`src/rtl/mod11_pkg.sv`:
```
// Shared constants, message-state encoding and the mod-11 fold helper
// for the streaming mod-11 accumulator.
package mod11_pkg;

    localparam int unsigned MOD_DIV  = 11;
    localparam int unsigned WORD_RES = 5;   // 2^64 mod 11
    localparam int unsigned RES_W    = 4;

    typedef enum logic {
        IDLE = 1'b0,
        OPEN = 1'b1
    } acc_state_t;

    // (WORD_RES*acc + r) mod 11; with acc, r <= 10 the sum is at most 60,
    // so a five-step compare chain covers every possible quotient.
    function automatic logic [RES_W-1:0] fold_mod11(
        input logic [RES_W-1:0] acc,
        input logic [RES_W-1:0] r
    );
        logic [5:0] s;
        s = 6'(WORD_RES) * {2'b00, acc} + {2'b00, r};
        if (s >= 6'(5 * MOD_DIV))
            s = s - 6'(5 * MOD_DIV);
        else if (s >= 6'(4 * MOD_DIV))
            s = s - 6'(4 * MOD_DIV);
        else if (s >= 6'(3 * MOD_DIV))
            s = s - 6'(3 * MOD_DIV);
        else if (s >= 6'(2 * MOD_DIV))
            s = s - 6'(2 * MOD_DIV);
        else if (s >= 6'(MOD_DIV))
            s = s - 6'(MOD_DIV);
        return s[RES_W-1:0];
    endfunction

endpackage

```
`src/rtl/div_64_11.sv`:
```
// Combinational residue of a 64-bit word modulo 11.
// X[64] is the most significant bit; R is in 0..10.
module div_64_11 (
    input  logic [64:1] X,
    output logic [3:0]  R
);

    logic [3:0] part;
    logic [4:0] t;

    // Bit-serial remainder, MSB first: part = (2*part + bit) mod 11.
    always_comb begin
        part = '0;
        t    = '0;
        for (int unsigned i = 64; i >= 1; i--) begin
            t = {part, X[i]};
            if (t >= 5'd11)
                t = t - 5'd11;
            part = t[3:0];
        end
        R = part;
    end

endmodule

```
`src/rtl/mod11_fold.sv`:
```
// Combinational Horner step: acc_next = (5*acc + r) mod 11.
module mod11_fold
    import mod11_pkg::*;
(
    input  logic [RES_W-1:0] acc,
    input  logic [RES_W-1:0] r,
    output logic [RES_W-1:0] acc_next
);

    // Single fold of the running residue with the new word residue.
    always_comb begin
        acc_next = fold_mod11(acc, r);
    end

endmodule

```
`src/rtl/mod11_stream_acc.sv`:
```
// Streaming mod-11 remainder of multi-word messages, MS word first.
// Stage A registers the word; stage B folds its residue into the running
// accumulator and, on the last word, loads the held result register.
module mod11_stream_acc
    import mod11_pkg::*;
#(
    parameter int unsigned CNT_W = 16
) (
    input  logic             clk,
    input  logic             rst,
    input  logic             in_valid,
    output logic             in_ready,
    input  logic [63:0]      in_data,
    input  logic             in_first,
    input  logic             in_last,
    output logic             out_valid,
    input  logic             out_ready,
    output logic [3:0]       out_rem,
    output logic [CNT_W-1:0] out_words,
    output logic             out_err
);

    logic             a_valid;
    logic             a_first;
    logic             a_last;
    logic [63:0]      a_data;
    logic             a_adv;

    logic [RES_W-1:0] r;
    logic [RES_W-1:0] acc;
    logic [RES_W-1:0] acc_fold;
    logic [RES_W-1:0] acc_new;
    logic [CNT_W-1:0] cnt;
    logic [CNT_W-1:0] cnt_new;
    logic             err;
    logic             err_new;
    logic             start_new;
    logic             proto_err;

    acc_state_t       state;
    acc_state_t       state_next;

    div_64_11 u_div (
        .X (a_data),
        .R (r)
    );

    mod11_fold u_fold (
        .acc      (acc),
        .r        (r),
        .acc_next (acc_fold)
    );

    // Only a last word can stall, and only while a previous result is unread.
    always_comb begin
        a_adv    = a_valid & ~(a_last & out_valid & ~out_ready);
        in_ready = ~a_valid | a_adv;
    end

    // Stage A: capture an accepted word with its framing flags.
    always_ff @(posedge clk) begin
        if (rst) begin
            a_valid <= 1'b0;
            a_first <= 1'b0;
            a_last  <= 1'b0;
            a_data  <= '0;
        end else if (in_ready) begin
            a_valid <= in_valid;
            if (in_valid) begin
                a_data  <= in_data;
                a_first <= in_first;
                a_last  <= in_last;
            end
        end
    end

    // Message state register.
    always_ff @(posedge clk) begin
        if (rst)
            state <= IDLE;
        else
            state <= state_next;
    end

    // Next message state plus whether this word opens a message and is malformed.
    always_comb begin
        state_next = state;
        start_new  = 1'b0;
        proto_err  = 1'b0;
        case (state)
            IDLE: begin
                start_new = 1'b1;
                proto_err = ~a_first;
                if (a_adv)
                    state_next = a_last ? IDLE : OPEN;
            end
            OPEN: begin
                start_new = a_first;
                proto_err = a_first;
                if (a_adv && a_last)
                    state_next = IDLE;
            end
            default: state_next = IDLE;
        endcase
    end

    // New accumulator, saturating word count and sticky error for the stage-A word.
    always_comb begin
        acc_new = start_new ? r : acc_fold;
        if (start_new)
            cnt_new = CNT_W'(1);
        else if (&cnt)
            cnt_new = cnt;
        else
            cnt_new = cnt + CNT_W'(1);
        err_new = start_new ? proto_err : err;
    end

    // Stage B: commit the fold when the stage-A word advances.
    always_ff @(posedge clk) begin
        if (rst) begin
            acc <= '0;
            cnt <= '0;
            err <= 1'b0;
        end else if (a_adv) begin
            acc <= acc_new;
            cnt <= cnt_new;
            err <= err_new;
        end
    end

    // Result register: a new load wins over a same-cycle consumer handshake.
    always_ff @(posedge clk) begin
        if (rst) begin
            out_valid <= 1'b0;
            out_rem   <= '0;
            out_words <= '0;
            out_err   <= 1'b0;
        end else if (a_adv && a_last) begin
            out_valid <= 1'b1;
            out_rem   <= acc_new;
            out_words <= cnt_new;
            out_err   <= err_new;
        end else if (out_ready) begin
            out_valid <= 1'b0;
        end
    end

    // The residue stage must never hand back a value outside 0..10.
    always_ff @(posedge clk) begin
        if (!rst && a_valid)
            assert (r < RES_W'(MOD_DIV));
    end

endmodule

```
`config.mk`:
```
export PLATFORM = sky130hd
export DESIGN_NAME = mod11_stream_acc
export DESIGN_NICKNAME = d
export VERILOG_FILES = /design/src/rtl/mod11_pkg.sv /design/src/rtl/div_64_11.sv /design/src/rtl/mod11_fold.sv /design/src/rtl/mod11_stream_acc.sv
export SDC_FILE = /design/constraint.sdc
export NUM_CORES = 1
export LEC_CHECK = 0
export ABC_CLOCK_PERIOD_IN_PS = 99100
export BUFFER_PORTS_ARGS = -buffer_cell sky130_fd_sc_hd__buf_2
export CAP_MARGIN = 20
export CORE_MARGIN = 2
export CORE_UTILIZATION = 45
export DETAILED_ROUTE_END_ITERATION = 12
export PLACE_DENSITY = 0.69
export SYNTH_ARGS = -nofsm -noshare
export SYNTH_HDL_FRONTEND = slang
export SYNTH_HIERARCHICAL = 1
export SYNTH_SLANG_ARGS = --single-unit
```
`constraint.sdc`:
```
create_clock -name clk -period 99.1 [get_ports clk]
set_input_delay 0 -clock clk [delete_from_list [all_inputs] [get_ports clk]]
set_output_delay 0 -clock clk [all_outputs]
set_load 0.05 [all_outputs]
```
Yosys cells after proc, flatten, opt, wreduce, memory -nomap -nowiden:

Cells that the tools add are included.

* flip-flop bits (word level): 111
* bits of input ports: 70
* output and inout bits: 23
* logic and storage cells: 238

* add/subtract/negate cells: 68
* multipliers: 1
* $lt $le $gt $ge: 66
* multiplexer cells: 78
* bitwise gates (word level): 9
* reductions and logical operators: 4

Operators with widths (number)
* $ge A5 B4 Y1 const B: 60
* $mux W4: 67
* $sub A4 B4 Y4 const B: 63
* $mux W16: 2
* $ge A6 B6 Y1 const B: 3
* $add A16 B1 Y16 const B: 1
* $reduce_and A16 Y1: 1
* $sub A4 B3 Y4 const B: 2
* $add A6 B4 Y6: 1
* $ge A6 B4 Y1 const B: 1
* $ge A6 B5 Y1 const B: 1
* $mul A3 B4 Y6 const A: 1
* $mux W1: 6
* $pmux W1 S2: 3
* $not A1 Y1: 5
* $ge A4 B4 Y1 const B: 1
* $sub A4 B1 Y4 const B: 1
* $and A1 B1 Y1: 3
* $reduce_and A2 Y1: 1
* $reduce_bool A2 Y1: 1
* $logic_and A1 B1 Y1: 1
* $or A1 B1 Y1: 1

Longest topological paths before layout:

* depth in word-level cells: 130
* gate-level depth with buffers: 325
* gate-level depth less buffers: 316

By module:

Netlist, hierarchy kept.

Modules (own cells, without submodules)
* div_64_11: times used 1, cells an instance 1777, area an instance 13193.9 um2, sequential area each 0.0 um2
* mod11_stream_acc: times used 1, cells an instance 551, area an instance 4493.1 um2, sequential area each 2222.1 um2
* mod11_fold: times used 1, cells an instance 97, area an instance 807.0 um2, sequential area each 0.0 um2

Worst setup path before layout:

Ideal clock, no wire load.

* path kind: reg-to-reg
* from: register a_data[61]
* to: register acc[1]
* library setup time: 0.086 ns
* data arrival time: 58.954 ns
* data required time: 99.014 ns
* path slack: 40.061 ns
* cell stages (with the launch flop): 310
* period minus slack after synthesis: 59.039 ns
* cell sequence: dfxtp_1 -> ha_1 -> o21ai_2 -> xnor2_1 -> ha_1 -> a211oi_2 -> o21ai_1 -> o21ai_0 -> inv_1 -> ha_1 -> nor3_2 -> o21a_1 -> o22a_2 -> inv_1 -> ha_1 -> nor4_4 -> o21ai_1 -> mux2i_1 -> (+274 left out) -> ha_1 -> inv_1 -> o22ai_1 -> a31oi_1 -> o311ai_1 -> ha_1 -> ha_1 -> fa_1 -> xor2_1 -> inv_1 -> ha_1 -> a221o_1 -> a311oi_2 -> a21oi_1 -> a221o_1 -> o221ai_2 -> mux2i_1 -> a211oi_1

* word-level cells in the longest chain between the ends: 130
* elaborated cells on any way between the ends: 200

RTL lines
* start: declaration: RTL line mod11_stream_acc.sv:26 `logic [63:0] a_data;`
* start signal: assignment: RTL line mod11_stream_acc.sv:70 `a_data <= in_data;`
* $sub A4 B4 Y4 / $ge A4 B4 Y1 (equally long branches): RTL line div_64_11.sv:18, div_64_11.sv:17
* $mux W4 *: RTL line div_64_11.sv:17 `if (t >= 5'd11)`
* $sub A4 B4 Y4 / $ge A5 B4 Y1 (equally long branches): RTL line div_64_11.sv:18, div_64_11.sv:17
* $mux W4 *: RTL line div_64_11.sv:17
* $sub A4 B4 Y4 / $ge A5 B4 Y1 (equally long branches): RTL line div_64_11.sv:18, div_64_11.sv:17
* $mux W4 *: RTL line div_64_11.sv:17
* $ge A5 B4 Y1 / $sub A4 B4 Y4 (equally long branches): RTL line div_64_11.sv:17, div_64_11.sv:18
* $mux W4 *: RTL line div_64_11.sv:17
* (+114 left out)
* named net r[1]: RTL line mod11_stream_acc.sv:29 `logic [RES_W-1:0] r;`
* (+1 left out)
* $ge A6 B4 Y1 / $sub A4 B4 Y4 (equally long branches): RTL line mod11_pkg.sv:30, mod11_pkg.sv:31
* $mux W4: RTL line mod11_pkg.sv:30 `else if (s >= 6'(MOD_DIV))`
* $mux W4: RTL line mod11_pkg.sv:28 `else if (s >= 6'(2 * MOD_DIV))`
* $mux W4: RTL line mod11_pkg.sv:26 `else if (s >= 6'(3 * MOD_DIV))`
* $mux W4: RTL line mod11_pkg.sv:24 `else if (s >= 6'(4 * MOD_DIV))`
* $mux W4 *: RTL line mod11_pkg.sv:22 `if (s >= 6'(5 * MOD_DIV))`
* named net acc_fold[1]: RTL line mod11_stream_acc.sv:31 `logic [RES_W-1:0] acc_fold;`
* $mux W4 *: RTL line mod11_stream_acc.sv:109 `acc_new = start_new ? r : acc_fold;`
* end signal: assignment: RTL line mod11_stream_acc.sv:126 `acc <= acc_new;`
* end: declaration: RTL line mod11_stream_acc.sv:30 `logic [RES_W-1:0] acc;`

The timed path passes the listed nets; every way through them passes the cells marked *.
A chain may end at the register's enable or synchronous reset.

Worst setup path after layout:

* from: register a_data[60]
* to: register out_rem[1]

* word-level cells in the longest chain between the ends: 130
* elaborated cells on any way between the ends: 200

RTL lines
* $sub A4 B4 Y4 / $ge A4 B4 Y1 (equally long branches): RTL line div_64_11.sv:18, div_64_11.sv:17
* $mux W4 *: RTL line div_64_11.sv:17
* $sub A4 B4 Y4 / $ge A5 B4 Y1 (equally long branches): RTL line div_64_11.sv:18, div_64_11.sv:17
* $mux W4 *: RTL line div_64_11.sv:17
* $sub A4 B4 Y4 / $ge A5 B4 Y1 (equally long branches): RTL line div_64_11.sv:18, div_64_11.sv:17
* $mux W4 *: RTL line div_64_11.sv:17
* $sub A4 B4 Y4 / $ge A5 B4 Y1 (equally long branches): RTL line div_64_11.sv:18, div_64_11.sv:17
* $mux W4 *: RTL line div_64_11.sv:17
* (+114 left out)
* named net r[1]: RTL line mod11_stream_acc.sv:29
* (+1 left out)
* $ge A6 B4 Y1 / $sub A4 B4 Y4 (equally long branches): RTL line mod11_pkg.sv:30, mod11_pkg.sv:31
* $mux W4: RTL line mod11_pkg.sv:30
* $mux W4: RTL line mod11_pkg.sv:28
* $mux W4: RTL line mod11_pkg.sv:26
* $mux W4: RTL line mod11_pkg.sv:24
* $mux W4 *: RTL line mod11_pkg.sv:22
* named net acc_fold[1]: RTL line mod11_stream_acc.sv:31
* $mux W4 *: RTL line mod11_stream_acc.sv:109
* end signal: assignment: RTL line mod11_stream_acc.sv:141 `out_rem <= acc_new;`
* end: declaration: RTL line mod11_stream_acc.sv:18 `output logic [3:0] out_rem,`

Marked as above.

==> summary.md <==
| Metric | Value |
|---|---|
| Most frequent cells in the layout | sky130_fd_sc_hd__nand2_1, sky130_fd_sc_hd__a21oi_1, sky130_fd_sc_hd__nor2_1, sky130_fd_sc_hd__inv_1, sky130_fd_sc_hd__dfxtp_1 |
| Summed instance area of the synthesized netlist | about 18000 sq um |
| TritonCTS sink count | 111 |
| Required time at the worst-slack endpoint | 99.39 ns |
| Worst setup path category | reg -> reg |
| Number of enable-type register cells in the synthesized netlist | 0 |
| Xor/xnor share of the synthesized area | 1.082% |
| Post-Synth Adder-Cell Area | 5.899% |
| Leading cell type in the layout, fill and taps excluded | sky130_fd_sc_hd__nand2_1 |
| Worst max-slew margin expressed relative to the limit | 35.77% |
| Fraction of the cycle the final worst path needs | around 70% |
| Slowest Stage Delay on Critical Path | 0.63 ns |
| Busiest layer in global routing | met2 |
| Worst Path Arrival | 68.31 ns |
| Number of endpoints with negative hold slack in the final report | 0 |
| R2r setup slk | 31.08 ns |
| Std-Cell Rows | 74 |
| Global Route met2 Usage | 39.23% |
| Largest driver fanout on the critical path | 13 |
| Starting DRC count in detailed routing | 1508 |
| Worst Setup End Kind | flop |
| Die boundary height | 206.7 microns |
| Count of distinct cell types in the synthesized netlist | 176 |
| Root Buffer Master | sky130_fd_sc_hd__clkbuf_16 |
| Overall die width | 206.7 microns |
| DR vias/cell | roughly 6.5 |
| GRT Overall Usage | 23.06% |
| Reg clk slew, reported paths | 0.09 ns |
| Synthesis-stage register bit count | 111 |
| Ys async rst share | 0% |
| Antenna Violating Nets Remaining | 0 |
| Compound-gate portion of the synthesized area | 43.97% |
| Clock tree from TritonCTS | yes |
| Placeable core region | 40740 sq um |
| Main area contributors after synthesis | sky130_fd_sc_hd__dfxtp_1, sky130_fd_sc_hd__nand2_1, sky130_fd_sc_hd__ha_1 |
| Via count | 19780 |
| Antenna violations before repair | 0 |
| Drt drc | 0 |
| Mux contribution to synthesized area | 5.067% |
| Setup repair after global routing missed its margin | no |
| Fraction of final layout cells with drive strength greater than 1 | ~16% |
| Maximum capacitance violations | 0 |
| Starting utilization of the core area | 45.40% |
| Critical path buffer and inverter count | 37 |
| Die footprint | around 43000 sq um |
| Shortest clock period the worst path allows after layout | 68.02 ns |
| Share of Yosys cell area claimed by the top area cell type | 12.02% |
| Ant. Diodes | 0 |
| Slew Viols, Final | 0 |
| Critical Path Source Type | flop |
| Post-synthesis net count | between 2000 and 3000 |
| Max Freq | 14.70 MHz |
| Latest clock arrival within the worst-skew pair | 0.38 ns |
| Router iterations before antenna repair | 6 |
| Detailed-route wire length per cell | 16.73 microns |
| Proportion of synthesized chip area in sequential cells | 12.02% |
| Least-Margin Pin Slew | ~0.96 ns |
| Run status | finished clean |
| Setup tns final | 0 ns |
| Routed WL | between 50 and 60 mm |
| Warnings from Yosys | 6 |
| Biggest area consumer among synthesized cells | sky130_fd_sc_hd__dfxtp_1 |
| CP delay by family, top | compound AO/OA/AOI/OAI gates |
| Hpwl dp | 38.19 mm |
| Met1 routing resource usage after global routing | 30.15% |
| Cells after Synth | roughly 2400 |
| # setup viols final | 0 |
| Global routing met3 resource utilization | 2.512% |
| Clock tree buffer depth | 2 |
| Number of ports placed on the die boundary | 93 |
| Number of nets in the layout | around 2700 |
| Prevailing post-synth register cell | sky130_fd_sc_hd__dfxtp_1 |
| Main combinational cell family by area after synthesis | compound AO/OA/AOI/OAI gates |
| Maximum clock skew at final layout | 0.009936 ns |
| Largest net degree at the start of global routing | 57 |
| Number of input and output port buffers inserted | 92 |
| Fill cell total of the finished layout | between 3000 and 4000 |
| Simple-gate share of the synthesized area | around a quarter |
| Layout area overhead | 8.883% |
| H-tree levels | 3 |
| CTS Buf Count | 9 |
| Worst min-delay path class | in -> reg |
| Cell repeated most along the worst path | sky130_fd_sc_hd__ha_1 |
| Library cell contributing the largest single delay on the critical path | sky130_fd_sc_hd__or4_1 |
| Mapped Avg Cell Area | approximately 7.6 sq um |
| First-pass GRT wire length | 84.84 mm |
| Via count of the first global-routing pass | 18120 |
| Grt ovf | 0 |
| Weighted congestion at the end of routability-driven global placement | 0.9005 |
-- logic make-up (layout without fill, tap and decap cells) --
kind of cell,after synthesis,count (layout)
simple gates,899,899
mux,83,83
compound gates,1008,1008
flops,111,111
fa+ha+maj,86,86
xor+xnor,22,22
buf+inv,216,307
-- final cells by class --
class / count / area, sq um / share of cell area, %
Clock inverter: 5 / 65.06 / 0.3231
Clock buffer: 11 / 252.7 / 1.255
Multi-Input combinational cell: 2098 / 15290 / 75.95
Tap cell: 532 / 665.6 / 3.306
Inverter: 129 / 484.2 / 2.405
Sequential cell: 111 / 2222 / 11.04
Timing Repair Buffer: 162 / 1154 / 5.729
-- worst register-to-register path: cells and delay by family (launching register included) --
kind | cells | cell delay [ns]
xor+xnor | 6 | 1.32
buf+inv | 37 | 3.61
flops | 1 | 0.58
compound gates | 127 | 29.29
fa+ha+maj | 64 | 16.63
mux | 3 | 0.56
simple gates | 65 | 16.03
-- repair_timing --
item / CTS / global route
hold endpoints to repair: 67 / 0
resized for setup: 0 / 0
hold buffers: 66 / 0
setup endpoints to repair: 0 / 0
setup buffers: 0 / 0
-- metrics by stage --
step	cell area [sq um]	hold WS, ns	setup WS, ns	cells	util (%)
finish	20140	0.02751	31.08	3048	49.43
global route	20140	0.02790	25.79	3048	49.43
CTS	20140	0.006900	32.22	3048	49.43
detailed placement	19160	0.2471	32.48	2966	47.03
global placement	19160	0.2376	34.73	2966	47.03
floorplan	18490	0.09562	40.06	2425	-
-- synth_stat cells (24+ instances only) --
library cell                 n
sky130_fd_sc_hd__clkbuf_1   35
sky130_fd_sc_hd__nand3_1    84
sky130_fd_sc_hd__a21oi_1   189
sky130_fd_sc_hd__a211o_1    32
sky130_fd_sc_hd__nor2_1    127
sky130_fd_sc_hd__inv_1     122
sky130_fd_sc_hd__o21ai_1    57
sky130_fd_sc_hd__and2_1     36
sky130_fd_sc_hd__ha_1       84
sky130_fd_sc_hd__nand2_1   282
sky130_fd_sc_hd__dfxtp_1   111
sky130_fd_sc_hd__o211ai_1   44
sky130_fd_sc_hd__o21ai_0    81
sky130_fd_sc_hd__o21a_1     24
sky130_fd_sc_hd__nand4_1    26
sky130_fd_sc_hd__and3_1     26
sky130_fd_sc_hd__mux2i_1    45
sky130_fd_sc_hd__a211oi_1   46
sky130_fd_sc_hd__nor3_1     64
sky130_fd_sc_hd__a31oi_1    47
sky130_fd_sc_hd__or3_1      32
-- metal layers --
| metal | up-vias | wire length, microns |
|---|---|---|
| met5 | - | 0 |
| met4 | 0 | 1365 |
| met3 | 76 | 2131 |
| met2 | 552 | 23780 |
| met1 | 9396 | 23710 |
| li1 | 9753 | - |
-- worst paths after layout --
check,from,to,cells past startpoint
max,a_data[60]$_SDFFE_PP0P_,out_rem[1]$_SDFFE_PP0P_,302
min,in_last,a_last$_SDFFE_PP0P_,3
max reg2reg,a_data[60]$_SDFFE_PP0P_,out_rem[1]$_SDFFE_PP0P_,302
min reg2reg,out_words[10]$_SDFFE_PP0P_,out_words[10]$_SDFFE_PP0P_,2
-- registers in the layout, summed over array words and instances, names as in the netlist, named ones only --
name and cells:
a_valid 1, out_words 16, out_err 1, a_first 1, out_rem 4, acc 4, err 1, a_data 64
out_valid 1, a_last 1, cnt 16
Power is left out: the tool's default activity adds up to more than one toggle a clock period on the data nets, which glitch-free logic cannot reach.
